[src/rtl/mbtrain_sb_pkg.sv]
// mbtrain_sb_pkg
// Purpose: sideband message codes shared by the MBTRAIN step responders,
//          plus the state encoding of the RX clock-calibration responder.
// Ports:   none (package).
package mbtrain_sb_pkg;

  // Decoded sideband message codes for the RX clock-calibration exchange
  localparam logic [3:0] RXCAL_START_REQ  = 4'b0001;
  localparam logic [3:0] RXCAL_START_RESP = 4'b0010;
  localparam logic [3:0] RXCAL_END_REQ    = 4'b0011;
  localparam logic [3:0] RXCAL_END_RESP   = 4'b0100;
  localparam logic [3:0] SB_MSG_NONE      = 4'b0000;

  // rx_cal_rx state encoding
  localparam logic [2:0] ST_IDLE       = 3'd0;
  localparam logic [2:0] ST_WAIT_START = 3'd1;
  localparam logic [2:0] ST_CAL        = 3'd2;
  localparam logic [2:0] ST_WAIT_END   = 3'd3;
  localparam logic [2:0] ST_DONE       = 3'd4;
  localparam logic [2:0] ST_ERROR      = 3'd5;

endpackage

[src/rtl/rx_cal_rx_if.sv]
// rx_cal_rx_if
// Purpose: sideband-side signal bundle of the RX clock-calibration responder.
// Signals:
//   i_decoded_sideband_message  4  decoded incoming message code
//   i_sideband_valid            1  qualifies the decoded message (one cycle)
//   i_busy_negedge_detected     1  sideband TX finished a transfer
//   i_valid_rx                  1  sideband RX currently presenting a message
//   o_sideband_message          4  outgoing response code
//   o_valid_tx                  1  request to sideband TX to send the response
// Modports: master = sideband block side, slave = responder (rx_cal_rx).
interface rx_cal_rx_if;
  logic [3:0] i_decoded_sideband_message;
  logic       i_sideband_valid;
  logic       i_busy_negedge_detected;
  logic       i_valid_rx;
  logic [3:0] o_sideband_message;
  logic       o_valid_tx;

  modport master (
    output i_decoded_sideband_message, i_sideband_valid,
           i_busy_negedge_detected, i_valid_rx,
    input  o_sideband_message, o_valid_tx
  );

  modport slave (
    input  i_decoded_sideband_message, i_sideband_valid,
           i_busy_negedge_detected, i_valid_rx,
    output o_sideband_message, o_valid_tx
  );
endinterface

[src/rtl/ltsm_timeout_cnt.sv]
// ltsm_timeout_cnt
// Purpose: wait-phase timeout counter shared by the MBTRAIN steps.
//   Counts clk cycles while i_run is high; o_expired is asserted on the
//   cycle the count reaches LIMIT-1 (the LIMIT-th running cycle after clear).
// Ports:
//   clk        in  1  clock
//   rst_n      in  1  synchronous active-low reset
//   i_clear    in  1  synchronous clear of the count (wins over i_run)
//   i_run      in  1  count enable
//   o_expired  out 1  timeout strobe (only while i_run)
module ltsm_timeout_cnt #(
  parameter int unsigned LIMIT = 8000000
) (
  input  logic clk,
  input  logic rst_n,
  input  logic i_clear,
  input  logic i_run,
  output logic o_expired
);
  localparam int unsigned W = $clog2(LIMIT + 1);
  localparam logic [W-1:0] LAST = W'(LIMIT - 1);

  logic [W-1:0] r_cnt;

  // Saturates at LAST so a caller that keeps running never sees a wrap
  always_ff @(posedge clk) begin
    if (!rst_n || i_clear) begin
      r_cnt <= '0;
    end else if (i_run && (r_cnt != LAST)) begin
      r_cnt <= r_cnt + W'(1);
    end
  end

  assign o_expired = i_run && (r_cnt == LAST);
endmodule

[src/rtl/rx_cal_rx.sv]
// rx_cal_rx
// Purpose: partner-side responder for the MBTRAIN receiver-clock calibration
//   step. Answers start-req with start-resp, runs a local calibration window
//   of CAL_CYCLES clocks, answers end-req with end-resp and reports
//   completion or a wait-phase timeout to the MBTRAIN sequencer.
// Ports:
//   clk            in   1  clock
//   rst_n          in   1  synchronous active-low reset
//   i_en           in   1  step enable; low forces IDLE and clears outputs
//   sb             if      sideband bundle (rx_cal_rx_if.slave)
//   o_rx_cal_en    out  1  high during the local calibration window
//   o_test_ack     out  1  step done, held until i_en falls
//   o_timeout_err  out  1  step aborted on timeout, held until i_en falls
module rx_cal_rx
  import mbtrain_sb_pkg::*;
#(
  parameter int unsigned CAL_CYCLES     = 16,
  parameter int unsigned TIMEOUT_CYCLES = 8000000
) (
  input  logic          clk,
  input  logic          rst_n,
  input  logic          i_en,
  rx_cal_rx_if.slave    sb,
  output logic          o_rx_cal_en,
  output logic          o_test_ack,
  output logic          o_timeout_err
);
  localparam int unsigned CAL_W = $clog2(CAL_CYCLES + 1);
  localparam logic [CAL_W-1:0] CAL_LAST = CAL_W'(CAL_CYCLES - 1);

  logic [2:0]       r_state;
  logic [CAL_W-1:0] r_cal_cnt;
  logic             r_pending;
  logic [3:0]       r_msg;
  logic             r_valid_tx;
  logic             r_rx_cal_en;
  logic             r_test_ack;
  logic             r_timeout_err;

  logic w_req_start;
  logic w_req_end;
  logic w_in_wait;
  logic w_expired;
  logic w_tx_clear;

  assign w_req_start = sb.i_sideband_valid &&
                       (sb.i_decoded_sideband_message == RXCAL_START_REQ);
  assign w_req_end   = sb.i_sideband_valid &&
                       (sb.i_decoded_sideband_message == RXCAL_END_REQ);
  assign w_in_wait   = (r_state == ST_WAIT_START) || (r_state == ST_WAIT_END);
  assign w_tx_clear  = sb.i_busy_negedge_detected && !sb.i_valid_rx;

  // Held clear outside the wait states, so each wait phase starts from zero
  ltsm_timeout_cnt #(
    .LIMIT (TIMEOUT_CYCLES)
  ) u_timeout (
    .clk       (clk),
    .rst_n     (rst_n),
    .i_clear   (!i_en || !w_in_wait),
    .i_run     (i_en && w_in_wait),
    .o_expired (w_expired)
  );

  always_ff @(posedge clk) begin
    if (!rst_n || !i_en) begin
      r_state       <= ST_IDLE;
      r_cal_cnt     <= '0;
      r_pending     <= 1'b0;
      r_msg         <= '0;
      r_valid_tx    <= 1'b0;
      r_rx_cal_en   <= 1'b0;
      r_test_ack    <= 1'b0;
      r_timeout_err <= 1'b0;
    end else begin
      // Response loads below are later assignments, so a set wins a clear
      if (w_tx_clear) begin
        r_valid_tx <= 1'b0;
      end

      case (r_state)
        ST_IDLE: begin
          r_state <= ST_WAIT_START;
        end

        ST_WAIT_START: begin
          if (w_req_start) begin
            r_state     <= ST_CAL;
            r_msg       <= RXCAL_START_RESP;
            r_valid_tx  <= 1'b1;
            r_rx_cal_en <= 1'b1;
            r_cal_cnt   <= '0;
          end else if (w_expired) begin
            r_state       <= ST_ERROR;
            r_timeout_err <= 1'b1;
            r_msg         <= SB_MSG_NONE;
          end
        end

        ST_CAL: begin
          // An early end-req is remembered but never shortens the window
          if (w_req_end) begin
            r_pending <= 1'b1;
          end
          if (r_cal_cnt == CAL_LAST) begin
            r_rx_cal_en <= 1'b0;
            r_state     <= ST_WAIT_END;
          end else begin
            r_cal_cnt <= r_cal_cnt + CAL_W'(1);
          end
        end

        ST_WAIT_END: begin
          if (w_req_end || r_pending) begin
            r_pending  <= 1'b0;
            r_state    <= ST_DONE;
            r_msg      <= RXCAL_END_RESP;
            r_valid_tx <= 1'b1;
            r_test_ack <= 1'b1;
          end else if (w_expired) begin
            r_state       <= ST_ERROR;
            r_timeout_err <= 1'b1;
            r_msg         <= SB_MSG_NONE;
          end
        end

        default: begin
          r_state <= r_state;
        end
      endcase
    end
  end

  assign sb.o_sideband_message = r_msg;
  assign sb.o_valid_tx         = r_valid_tx;
  assign o_rx_cal_en           = r_rx_cal_en;
  assign o_test_ack            = r_test_ack;
  assign o_timeout_err         = r_timeout_err;
endmodule

[src/flat_wrapper.sv]
// flat-port wrapper written by rule: the top's interface ports become plain ports
module rx_cal_rx_flat import mbtrain_sb_pkg::*;
#(
  parameter int unsigned CAL_CYCLES     = 16,
  parameter int unsigned TIMEOUT_CYCLES = 8000000
)
  (clk, rst_n, i_en, o_rx_cal_en, o_test_ack, o_timeout_err, sb_i_decoded_sideband_message, sb_i_sideband_valid, sb_i_busy_negedge_detected, sb_i_valid_rx, sb_o_sideband_message, sb_o_valid_tx);
  rx_cal_rx_if sb_i ();
  input  logic clk;
  input  logic rst_n;
  input  logic i_en;
  output logic o_rx_cal_en;
  output logic o_test_ack;
  output logic o_timeout_err;
  input wire logic [$bits(sb_i.i_decoded_sideband_message)-1:0] sb_i_decoded_sideband_message;
  input wire logic [$bits(sb_i.i_sideband_valid)-1:0] sb_i_sideband_valid;
  input wire logic [$bits(sb_i.i_busy_negedge_detected)-1:0] sb_i_busy_negedge_detected;
  input wire logic [$bits(sb_i.i_valid_rx)-1:0] sb_i_valid_rx;
  output wire logic [$bits(sb_i.o_sideband_message)-1:0] sb_o_sideband_message;
  output wire logic [$bits(sb_i.o_valid_tx)-1:0] sb_o_valid_tx;
  assign sb_i.i_decoded_sideband_message = sb_i_decoded_sideband_message;
  assign sb_i.i_sideband_valid = sb_i_sideband_valid;
  assign sb_i.i_busy_negedge_detected = sb_i_busy_negedge_detected;
  assign sb_i.i_valid_rx = sb_i_valid_rx;
  assign sb_o_sideband_message = sb_i.o_sideband_message;
  assign sb_o_valid_tx = sb_i.o_valid_tx;
  rx_cal_rx #(.CAL_CYCLES(CAL_CYCLES), .TIMEOUT_CYCLES(TIMEOUT_CYCLES)) u_core (.clk(clk), .rst_n(rst_n), .i_en(i_en), .sb(sb_i), .o_rx_cal_en(o_rx_cal_en), .o_test_ack(o_test_ack), .o_timeout_err(o_timeout_err));
endmodule
[config.mk]
export PLATFORM = sky130hd
export DESIGN_NAME = rx_cal_rx_flat
export DESIGN_NICKNAME = d
export VERILOG_FILES = /design/src/rtl/mbtrain_sb_pkg.sv /design/src/rtl/rx_cal_rx_if.sv /design/src/rtl/ltsm_timeout_cnt.sv /design/src/rtl/rx_cal_rx.sv /design/src/flat_wrapper.sv
export SDC_FILE = /design/constraint.sdc
export NUM_CORES = 1
export LEC_CHECK = 0
export CAP_MARGIN = 20
export CORE_MARGIN = 8
export CORE_UTILIZATION = 43
export CTS_CLUSTER_SIZE = 8
export DETAILED_ROUTE_END_ITERATION = 8
export PLACE_DENSITY = 0.63
export SETUP_SLACK_MARGIN = 0.3
export SLEW_MARGIN = 5
export SYNTH_ARGS = -nofsm -noshare
export SYNTH_HDL_FRONTEND = slang
export SYNTH_SLANG_ARGS = --single-unit
[constraint.sdc]
create_clock -name clk -period 4.1 [get_ports clk]
set_input_delay 0.82 -clock clk [delete_from_list [all_inputs] [get_ports clk]]
set_output_delay 0.82 -clock clk [all_outputs]
set_load 0.05 [all_outputs]
==> flow_summary.yaml <==
outcome:
  status: "complete, no violations"
power_and_ir_drop:
  peakVddDrop_mv: 0.157
  powerDensity_mw_per_mm2: 350
  power_leakage_nw: 0.746
timing:
  hold_viol: 0
  worst_pin_slew_ns: 0.713
  timing.fmax_mhz: 417
  whs_ns: 0.448
  fin_skew_ns: 0.00733
  slew_violations: 0
  setup_tns_ns: 0
  setup_violations: 0
  rsz0062_at_grt: "no"
  slew_headroom_pct: 52.0
  worst_slack_ns: 1.70
  fin_crit_ns: 2.40
  period_share_pct: 58.4
clock_tree:
  cts_setup_buffers: 0
  clk_latency_ns: 0.29
  cts-hold-fix-buffers: 0
  cts_root_buf: "clkbuf_8"
  htree_levels: 2
  cts_resized: 0
  clockBufferDepth: 2
  cts_tree: "done"
  clkTransAtPathRegs_ns: 0.07
  cts_buffers: 5
  cts_sinks: 40
synthesis:
  synth_ff_type: "dfxtp_1"
  synth_compound_area_share_pct: 10.7
  yosysTopAreaCell: "dfxtp_1"
  synth-simple-area-share_pct: 32.6
  synth_xor_xnor_area_share_pct: 8.13
  synth.area.mux_share_pct: 0.546
  synthTopCellsByArea: "dfxtp_1, xor2_1, nor2_1"
  yosys.area_share.adder_pct: 2.05
  synth.distinct_cells: 40
  synth_common_cells: "dfxtp_1, nor2_1, nand2_1"
  syn_avg_cell_area_um2: 8.60
  synth.most_common_cell: "dfxtp_1"
  yosysWarnings: 0
  yosysSeqAreaShare_pct: 43.7
  syn_nets: 226
  synth_edf_count: 0
  ys_ff_latch: 40
  yosysTopAreaCellShare_pct: 43.7
  synth_top_family_by_area: "simple AND/OR/NAND/NOR gates"
  synthCells: 213
  syn-cell-area_mm2: 0.00183
  async_flop_share_pct: 0
setup_path:
  reg2reg_depth: 7
  cp-endpoint: "u_core.u_timeout.r_cnt[21]"
  crit_type: "input pin to flip-flop"
  reg2reg_setup_slack_ns: 2.10
  startpoint: "i_en"
  crit_arrival_ns: 2.57
  cp.required_ns: 4.28
  rr_startpoint: "u_core.r_cal_cnt[0]"
  cp_max_fo: 4
  worstReg2RegEnd: "u_core.r_cal_cnt[3]"
  end_kind: "flip-flop"
  crit_path_start_kind: "input pin"
die:
  die_y_um: 81.3
  start_util_pct: 45.1
  core_area_mm2: 0.00406
  die-area_mm2: 0.00660
  io-pin-count: 18
  num_rows: 23
  die_w_um: 81.3
route:
  routed_wl_mm: 3.72
  routed_via_density: 5.29
  postRouteAntennaNets: 0
  via_count: 1497
  drc_errors: 0
  drtIter0Drc: 84
  routedWlPerCell_um: 13.1
  first_pass_iters: 4
final_layout:
  multiInputGateArea_um2: 990
  fin_util_pct: 53.5
  final_nets: 245
  area_growth_pct: 18.6
  seq_area_um2: 801
  fill_cells: 376
  drive_gt1_share_pct: 7.73
  antennaDiodeCount: 0
placement:
  place.detailed.hpwl_mm: 2.70
  gp_congestion: 0.765
  port_buffers: 17
  preCtsSetupSlack_ns: 1.43
global_route:
  grt_overflow: 0
  grt_pass1_wl_mm: 6.46
  grt_max_degree: 24
  grt_pass1_vias: 1418
  track_usage_pct: 12.3
  antenna_found_initial: 0
job:
  drv_cap: 0
hold_path:
  hold_path.class: "flip-flop to flip-flop"
==> sequential cells by signal, indices dropped and copies added, names as in the netlist <==
signal,count
u_core.sb.o_sideband_message,4
u_core.r_cal_cnt,5
u_core.r_state,3
u_core.o_test_ack,1
u_core.u_timeout.r_cnt,23
u_core.r_pending,1
u_core.o_timeout_err,1
u_core.o_rx_cal_en,1
u_core.sb.o_valid_tx,1
==> through the flow <==
stage / std cells / power [mW] / instance area [um2]
detailed placement: 275 / 0.421 / 2050
finish: 283 / 0.760 / 2170
global placement: 275 / 0.420 / 2050
floorplan: 213 / 0.408 / 1830
global route: 283 / 0.791 / 2170
CTS: 283 / 0.768 / 2170
==> power by group <==
part	switching [mW]	internal, mW	total (mW)
clock network	0.134	0.215	0.349
logic	0.0105	0.0106	0.0212
registers	0.00109	0.389	0.390
==> cell usage in the layout, fill, tap and decap left out, types with 3 or more instances in the layout <==
cell type        count
a21oi_1             14
a31oi_1              3
and2_1               4
and3_1               6
clkbuf_8             7
clkdlybuf4s50_1     17
dfxtp_1             40
ha_1                 3
inv_1                4
nand2_1             19
nand2b_1             3
nand3_1              8
nand4_1             12
nor2_1              30
nor3_1               6
o21ai_0              6
or3_1                4
or4_1                3
xor2_1              16
==> cells by family (layout without fill, tap and decap cells) <==
family / count (synthesis) / in the layout
AOI/OAI and AO/OA: 33 / 33
xor gates and xnor gates: 17 / 17
adders and majority gates: 3 / 3
buffers and inverters: 10 / 30
DFF: 40 / 40
muxes: 1 / 1
and+or+nand+nor: 109 / 109
==> per-layer routing <==
layer	track usage (%)	wire (um)
met3	3.97	122
met5	0	0
met4	4.82	57
met2	18.3	1680
met1	16.1	1860
==> final cells by class <==
class                      count  area share, %
sequential                    40           36.9
clock inverter                 1           1.38
inverter                       4          0.691
timing repair buffer          18           8.18
tap                           50           2.88
clock buffer                   7           4.44
multi-input combinational    163           45.6
==> how the worst min path moves through the flow <==
| stage | startpoint | to | slack, ns | cells past startpoint |
|---|---|---|---|---|
| 2_1_floorplan | u_core.u_timeout.r_cnt[6] | u_core.u_timeout.r_cnt[6] | 0.46 | 2 |
| 3_3_place_gp | u_core.o_test_ack | u_core.o_test_ack | 0.44 | 2 |
| 3_5_place_dp | u_core.o_test_ack | u_core.o_test_ack | 0.44 | 2 |
| 4_1_cts | u_core.o_test_ack | u_core.o_test_ack | 0.45 | 2 |
| 5_1_grt | u_core.o_test_ack | u_core.o_test_ack | 0.47 | 2 |
| 6_report | u_core.o_test_ack | u_core.o_test_ack | 0.45 | 2 |
==> critical path: stages <==
cell,delay (ns)
clkdlybuf4s50_1,0.52
nand3b_1,0.15
nor4_1,0.67
nand4_1,0.19
xor2_1,0.16
nor2_1,0.05
No activity file was read; power rests on OpenSTA's default activity.
